$ cat src/rtl/mem_access_ctrl.sv
// mem_access_ctrl: single-port CPU front end that routes each load/store to
// either an on-chip 256-entry RAM (address bits [63:8] all zero) or to an
// external request/acknowledge peripheral bus (every other address).
// Optional feature macro: MEM_ACCESS_TIMEOUT_EN adds an I/O wait watchdog
// that completes a stuck I/O access with cpuErr=1 after TIMEOUT_CYCLES.
// Without the macro an I/O access waits for ioAck indefinitely.
module mem_access_ctrl #(
  parameter int TIMEOUT_CYCLES = 16
) (
  input  logic        clock,
  input  logic        resetN,
  input  logic        cpuReq,
  input  logic        cpuWrite,
  input  logic [63:0] cpuAddr,
  input  logic [63:0] cpuWData,
  output logic [63:0] cpuRData,
  output logic        cpuDone,
  output logic        cpuErr,
  output logic        busy,
  output logic [7:0]  ramAddr,
  output logic [63:0] ramWData,
  output logic        ramWrEn,
  output logic        ramRdEn,
  input  logic [63:0] ramRData,
  output logic        ioReq,
  output logic        ioWrite,
  output logic [63:0] ioAddr,
  output logic [63:0] ioWData,
  input  logic        ioAck,
  input  logic [63:0] ioRData
);

  localparam logic [2:0] ST_IDLE    = 3'd0;
  localparam logic [2:0] ST_RAM_ACC = 3'd1;
  localparam logic [2:0] ST_RAM_CAP = 3'd2;
  localparam logic [2:0] ST_IO_WAIT = 3'd3;
  localparam logic [2:0] ST_DONE    = 3'd4;

  // The wait limit must fit the 8-bit watchdog counter and be non-zero.
  if (TIMEOUT_CYCLES < 1 || TIMEOUT_CYCLES > 255) begin : g_bad_timeout
    $error("mem_access_ctrl: TIMEOUT_CYCLES must lie in 1..255");
  end

  logic [2:0]  state_r;
  logic [2:0]  next_state_s;
  logic        accept_s;
  logic        is_ram_s;
  logic        tmo_hit_s;
  logic        tmo_take_s;
  logic        write_r;
  logic [63:0] rdata_r;
  logic        done_r;
  logic        err_r;
  logic        busy_r;
  logic [7:0]  ram_addr_r;
  logic [63:0] ram_wdata_r;
  logic        ram_wr_en_r;
  logic        ram_rd_en_r;
  logic        io_req_r;
  logic        io_write_r;
  logic [63:0] io_addr_r;
  logic [63:0] io_wdata_r;

  // Requests are only taken in IDLE; anything arriving later is dropped.
  assign accept_s = (state_r == ST_IDLE) && cpuReq;
  assign is_ram_s = (cpuAddr[63:8] == 56'd0);

`ifdef MEM_ACCESS_TIMEOUT_EN
  localparam logic [7:0] TMO_LIMIT = 8'(TIMEOUT_CYCLES);
  logic [7:0] tmo_cnt_r;

  // The current IO_WAIT cycle is the last one allowed when it completes the count.
  assign tmo_hit_s = ((tmo_cnt_r + 8'd1) == TMO_LIMIT);

  // Watchdog: cleared on IO_WAIT entry, counts IO_WAIT cycles without ack.
  always_ff @(posedge clock or negedge resetN) begin
    if (!resetN) begin
      tmo_cnt_r <= 8'd0;
    end else if (accept_s && !is_ram_s) begin
      tmo_cnt_r <= 8'd0;
    end else if ((state_r == ST_IO_WAIT) && !ioAck) begin
      tmo_cnt_r <= tmo_cnt_r + 8'd1;
    end else begin
      tmo_cnt_r <= tmo_cnt_r;
    end
  end
`else
  assign tmo_hit_s = 1'b0;
`endif

  // A late ack on the limit cycle wins over the timeout.
  assign tmo_take_s = (state_r == ST_IO_WAIT) && !ioAck && tmo_hit_s;

  // Next-state decode of the transaction sequencer.
  always_comb begin
    next_state_s = state_r;
    case (state_r)
      ST_IDLE: begin
        if (cpuReq) begin
          next_state_s = is_ram_s ? ST_RAM_ACC : ST_IO_WAIT;
        end else begin
          next_state_s = ST_IDLE;
        end
      end
      ST_RAM_ACC: next_state_s = write_r ? ST_DONE : ST_RAM_CAP;
      ST_RAM_CAP: next_state_s = ST_DONE;
      ST_IO_WAIT: begin
        if (ioAck || tmo_hit_s) begin
          next_state_s = ST_DONE;
        end else begin
          next_state_s = ST_IO_WAIT;
        end
      end
      ST_DONE: next_state_s = ST_IDLE;
      default: next_state_s = ST_IDLE;
    endcase
  end

  // State register plus strobes/flags registered from the next-state decode.
  always_ff @(posedge clock or negedge resetN) begin
    if (!resetN) begin
      state_r     <= ST_IDLE;
      done_r      <= 1'b0;
      err_r       <= 1'b0;
      busy_r      <= 1'b0;
      ram_wr_en_r <= 1'b0;
      ram_rd_en_r <= 1'b0;
      io_req_r    <= 1'b0;
    end else begin
      state_r     <= next_state_s;
      done_r      <= (next_state_s == ST_DONE);
      err_r       <= tmo_take_s;
      busy_r      <= (next_state_s != ST_IDLE);
      ram_wr_en_r <= accept_s && is_ram_s && cpuWrite;
      ram_rd_en_r <= accept_s && is_ram_s && !cpuWrite;
      io_req_r    <= (next_state_s == ST_IO_WAIT);
    end
  end

  // Request latches: captured once on acceptance and held for the whole access.
  always_ff @(posedge clock or negedge resetN) begin
    if (!resetN) begin
      write_r     <= 1'b0;
      ram_addr_r  <= 8'd0;
      ram_wdata_r <= 64'd0;
      io_write_r  <= 1'b0;
      io_addr_r   <= 64'd0;
      io_wdata_r  <= 64'd0;
    end else if (accept_s && is_ram_s) begin
      write_r     <= cpuWrite;
      ram_addr_r  <= cpuAddr[7:0];
      ram_wdata_r <= cpuWData;
    end else if (accept_s) begin
      write_r     <= cpuWrite;
      io_write_r  <= cpuWrite;
      io_addr_r   <= cpuAddr;
      io_wdata_r  <= cpuWData;
    end else begin
      write_r     <= write_r;
    end
  end

  // Load data register: written only by load captures or a load timeout.
  always_ff @(posedge clock or negedge resetN) begin
    if (!resetN) begin
      rdata_r <= 64'd0;
    end else if (state_r == ST_RAM_CAP) begin
      rdata_r <= ramRData;
    end else if ((state_r == ST_IO_WAIT) && ioAck && !write_r) begin
      rdata_r <= ioRData;
    end else if (tmo_take_s && !write_r) begin
      rdata_r <= 64'd0;
    end else begin
      rdata_r <= rdata_r;
    end
  end

  assign cpuRData = rdata_r;
  assign cpuDone  = done_r;
  assign cpuErr   = err_r;
  assign busy     = busy_r;
  assign ramAddr  = ram_addr_r;
  assign ramWData = ram_wdata_r;
  assign ramWrEn  = ram_wr_en_r;
  assign ramRdEn  = ram_rd_en_r;
  assign ioReq    = io_req_r;
  assign ioWrite  = io_write_r;
  assign ioAddr   = io_addr_r;
  assign ioWData  = io_wdata_r;

endmodule

$ cat config.mk
export PLATFORM = sky130hd
export DESIGN_NAME = mem_access_ctrl
export DESIGN_NICKNAME = d
export VERILOG_FILES = /design/src/rtl/mem_access_ctrl.sv
export SDC_FILE = /design/constraint.sdc
export NUM_CORES = 1
export LEC_CHECK = 0
export BUFFER_PORTS_ARGS = -buffer_cell sky130_fd_sc_hd__buf_4
export CORE_AREA = 4 4 202 204
export DETAILED_ROUTE_END_ITERATION = 16
export DIE_AREA = 0 0 206 208
export GPL_ROUTABILITY_DRIVEN = 0
export GPL_TIMING_DRIVEN = 0
export SYNTH_ARGS = -nofsm -noshare
export SYNTH_HDL_FRONTEND = slang
export SYNTH_SLANG_ARGS = --single-unit
$ cat constraint.sdc
create_clock -name clock -period 3.5 [get_ports clock]
set_input_delay 0.7 -clock clock [delete_from_list [all_inputs] [get_ports clock]]
set_output_delay 0.7 -clock clock [all_outputs]
set_load 0.005 [all_outputs]
==> reports/qor.csv <==
metric,value,unit
Fin Setup TNS,0,ps
worst-path maximum fanout,10,
synth-to-layout area growth,48.6,%
worst hold path class,input port to asynchronous set/reset pin,
drt total wl,36400,µm
dpl hpwl,28300,µm
Die Ht,208,µm
area of the multi-input gates,4300,µm²
Tcrit/Tclk final,66.1,%
Routed WL per cell,19.5,µm
Initial Utilization,29.4,%
hold_buf cts,0,
root buf cell,clkbuf_16,
worst-margin pin slew,653,ps
outcome,"finished, final reports clean",
"Hold Violations, Final",0,
Max Root-Sink Buffers,3,
Worst EP required,3940,ps
Max-slew headroom,56.4,%
Cell variety after synth,31,
vias in the first global route,9119,
Power Dens Cells,787,nW/µm²
DRC errors left,0,
Max Clk Rate,0.432,GHz
IO Port Bufs,530,
Final WS setup,1190,ps
Synth Net Count,1021,
Max Slew Vio Count,0,
final instance area,17200,µm²
Ports,532,
CTS buffer count,31,
biggest area consumer among synthesized cells,dfrtp_1,
Post-Syn Area,11600,µm²
startpoint types,input port,
leakage dissipation,8.72,nW
Fillers,3671,
htree depth,1,
gr usage total,16.0,%
Crit Path Class,input port to flip-flop,
GRT overflow,0,
setup repair bufs after CTS,0,
largest net degree at the start of global routing,114,
post-layout util,43.7,%
layout cell share with drive strength beyond 1,60.5,%
final setup vio count,0,
# clock sinks,274,
Yosys reg bits,274,
initial antenna violation count,1,
Core Box Area,39300,µm²
sequential share of the synthesized area,59.3,%
max-cap viol count,0,
number of synthesis warnings,0,
worst skew pair latency,550,ps
Worst-path clk slew,60,ps
register area,6860,µm²
worst vdd ir,0.461,mV
vias,8271,
die width,206,µm
first-pass GRT wire length,54500,µm
Iter 0 DRT Violations,250,
post_cts resized,0,
total power draw,0.0135,W
largest cells by area after synthesis,"dfrtp_1, mux2_4, mux2_2",
RSZ-0062 raised after global routing,no,
FP Rows,73,
crit end category,flip-flop,
final clock skew,7.12,ps
pre-CTS setup slack,563,ps
Total Nets Final,1586,
CP arrival,2750,ps
cells after synthesis,760,
DRT Pass-1 Iters,6,
Total Die Area,42800,µm²
DP Area,16300,µm²
CTS tree,built,
mean post-synth cell area,15.2,µm²
min Tclk post-route,2310,ps
Synth top area share,59.3,%
DR vias/cell,4.43,
Routed Antenna Nets,0,
==> state kept, by name (all words and copies together), names as in the netlist <==
name	count
ioAddr	64
busy	1
ramRdEn	1
write_r	1
cpuDone	1
cpuRData	64
state_r	3
ramWData	64
ioWrite	1
ioReq	1
ramWrEn	1
ramAddr	8
ioWData	64
==> critical path: stages <==
cell,delay [ps]
buf_4,110
nor4_1,370
nand4_1,270
nor3_4,290
a21o_1,180
buf_6,150
buf_12,180
buf_8,170
mux2_4,310
==> power by group <==
part	leakage, nW	switching [W]	total, W	internal (W)
clock network	0.453	0.00125	0.00298	0.00173
logic	4.93	0.00222	0.00551	0.00329
registers	3.34	0.000666	0.00502	0.00436
total	8.72	0.00413	0.0135	0.00938
==> per-stage QoR <==
stage          instances  hold WS [ps]
5_1_grt             1869          88.4
3_5_place_dp        1817           492
2_1_floorplan        760           404
3_3_place_gp        1815           489
4_1_cts             1868          64.4
6_report            1869          81.9
==> area by class of cell <==
type	count	area share, %
well taps	525	3.83
clock buffers	47	5.22
multi-input cells	441	25.0
repair buffers	532	23.5
inverters	1	0.0219
plain buffers	44	2.32
flip-flops and latches	274	39.9
clock inverters	4	0.117
diodes	1	0.0146
==> Yosys cell counts <==
library cell,number
nand4_1,2
o21ai_0,1
nor3_4,2
buf_8,1
o22a_1,1
inv_1,1
nor2_2,1
buf_12,8
nand3_1,1
nand4b_1,1
nand2b_1,3
a21oi_1,67
nand2_4,1
nor4_1,14
or2_2,1
nand2_1,6
buf_2,7
dfrtp_1,274
mux2i_1,64
or3_4,1
a21o_1,1
buf_6,8
conb_1,1
clkbuf_1,14
a21boi_0,1
mux2_4,137
buf_4,6
nor2_1,68
and3_1,1
nand2b_4,1
mux2_2,65
==> kinds of logic (layout without fill, tap and decap cells) <==
family,Yosys count,in the layout,synth area share (%)
AND/OR/NAND/NOR,103,103,4.31
multiplexers,266,266,29.7
AO/OA/AOI/OAI,71,71,3.15
buffers and inverters,45,628,3.48
other,1,2,0.0325
flip-flops,274,274,59.3
==> cell usage in the layout (no fill, tap or decap), types with 2 or more instances in the layout <==
| cell type | netlist | final |
|---|---|---|
| clkbuf_16 | 0 | 31 |
| clkbuf_1 | 14 | 24 |
| buf_12 | 8 | 8 |
| nor4_1 | 14 | 14 |
| mux2_2 | 65 | 65 |
| clkbuf_8 | 0 | 6 |
| buf_16 | 0 | 2 |
| clkinv_2 | 0 | 4 |
| nand2_1 | 6 | 6 |
| buf_4 | 6 | 535 |
| a21oi_1 | 67 | 67 |
| buf_2 | 7 | 7 |
| mux2i_1 | 64 | 64 |
| nor3_4 | 2 | 2 |
| mux2_4 | 137 | 137 |
| buf_8 | 1 | 2 |
| nand4_1 | 2 | 2 |
| buf_6 | 8 | 8 |
| nor2_1 | 68 | 68 |
| nand2b_1 | 3 | 3 |
| dfrtp_1 | 274 | 274 |
==> metal layers <==
| layer | up-vias | global-route usage (%) | part of all wire [%] |
|---|---|---|---|
| li1 | 3800 | - | - |
| met1 | 4069 | 18.7 | 38 |
| met4 | 0 | 4.57 | 2.4 |
| met5 | - | 0 | 0 |
| met2 | 351 | 28.1 | 50 |
| met3 | 51 | 5.21 | 9.5 |
==> path summary, 6_finish.rpt <==
path                                         start                  endpoint  cells past startpoint  slack (ps)
min in group clock                        cpuWrite         ramRdEn$_DFF_PN0_                      2         380
min                                         resetN  ramWData[11]$_DFFE_PN0P_                      1          80
max in group asynchronous                   resetN  cpuRData[59]$_DFFE_PN0P_                      2        2460
max reg2reg                   state_r[2]$_DFF_PN0_  cpuRData[35]$_DFFE_PN0P_                      5        1390
max                                    cpuAddr[46]    ioAddr[60]$_DFFE_PN0P_                      9        1190
min reg2reg                ioWData[42]$_DFFE_PN0P_   ioWData[42]$_DFFE_PN0P_                      1         500
Power figures use the tool's default switching activity.
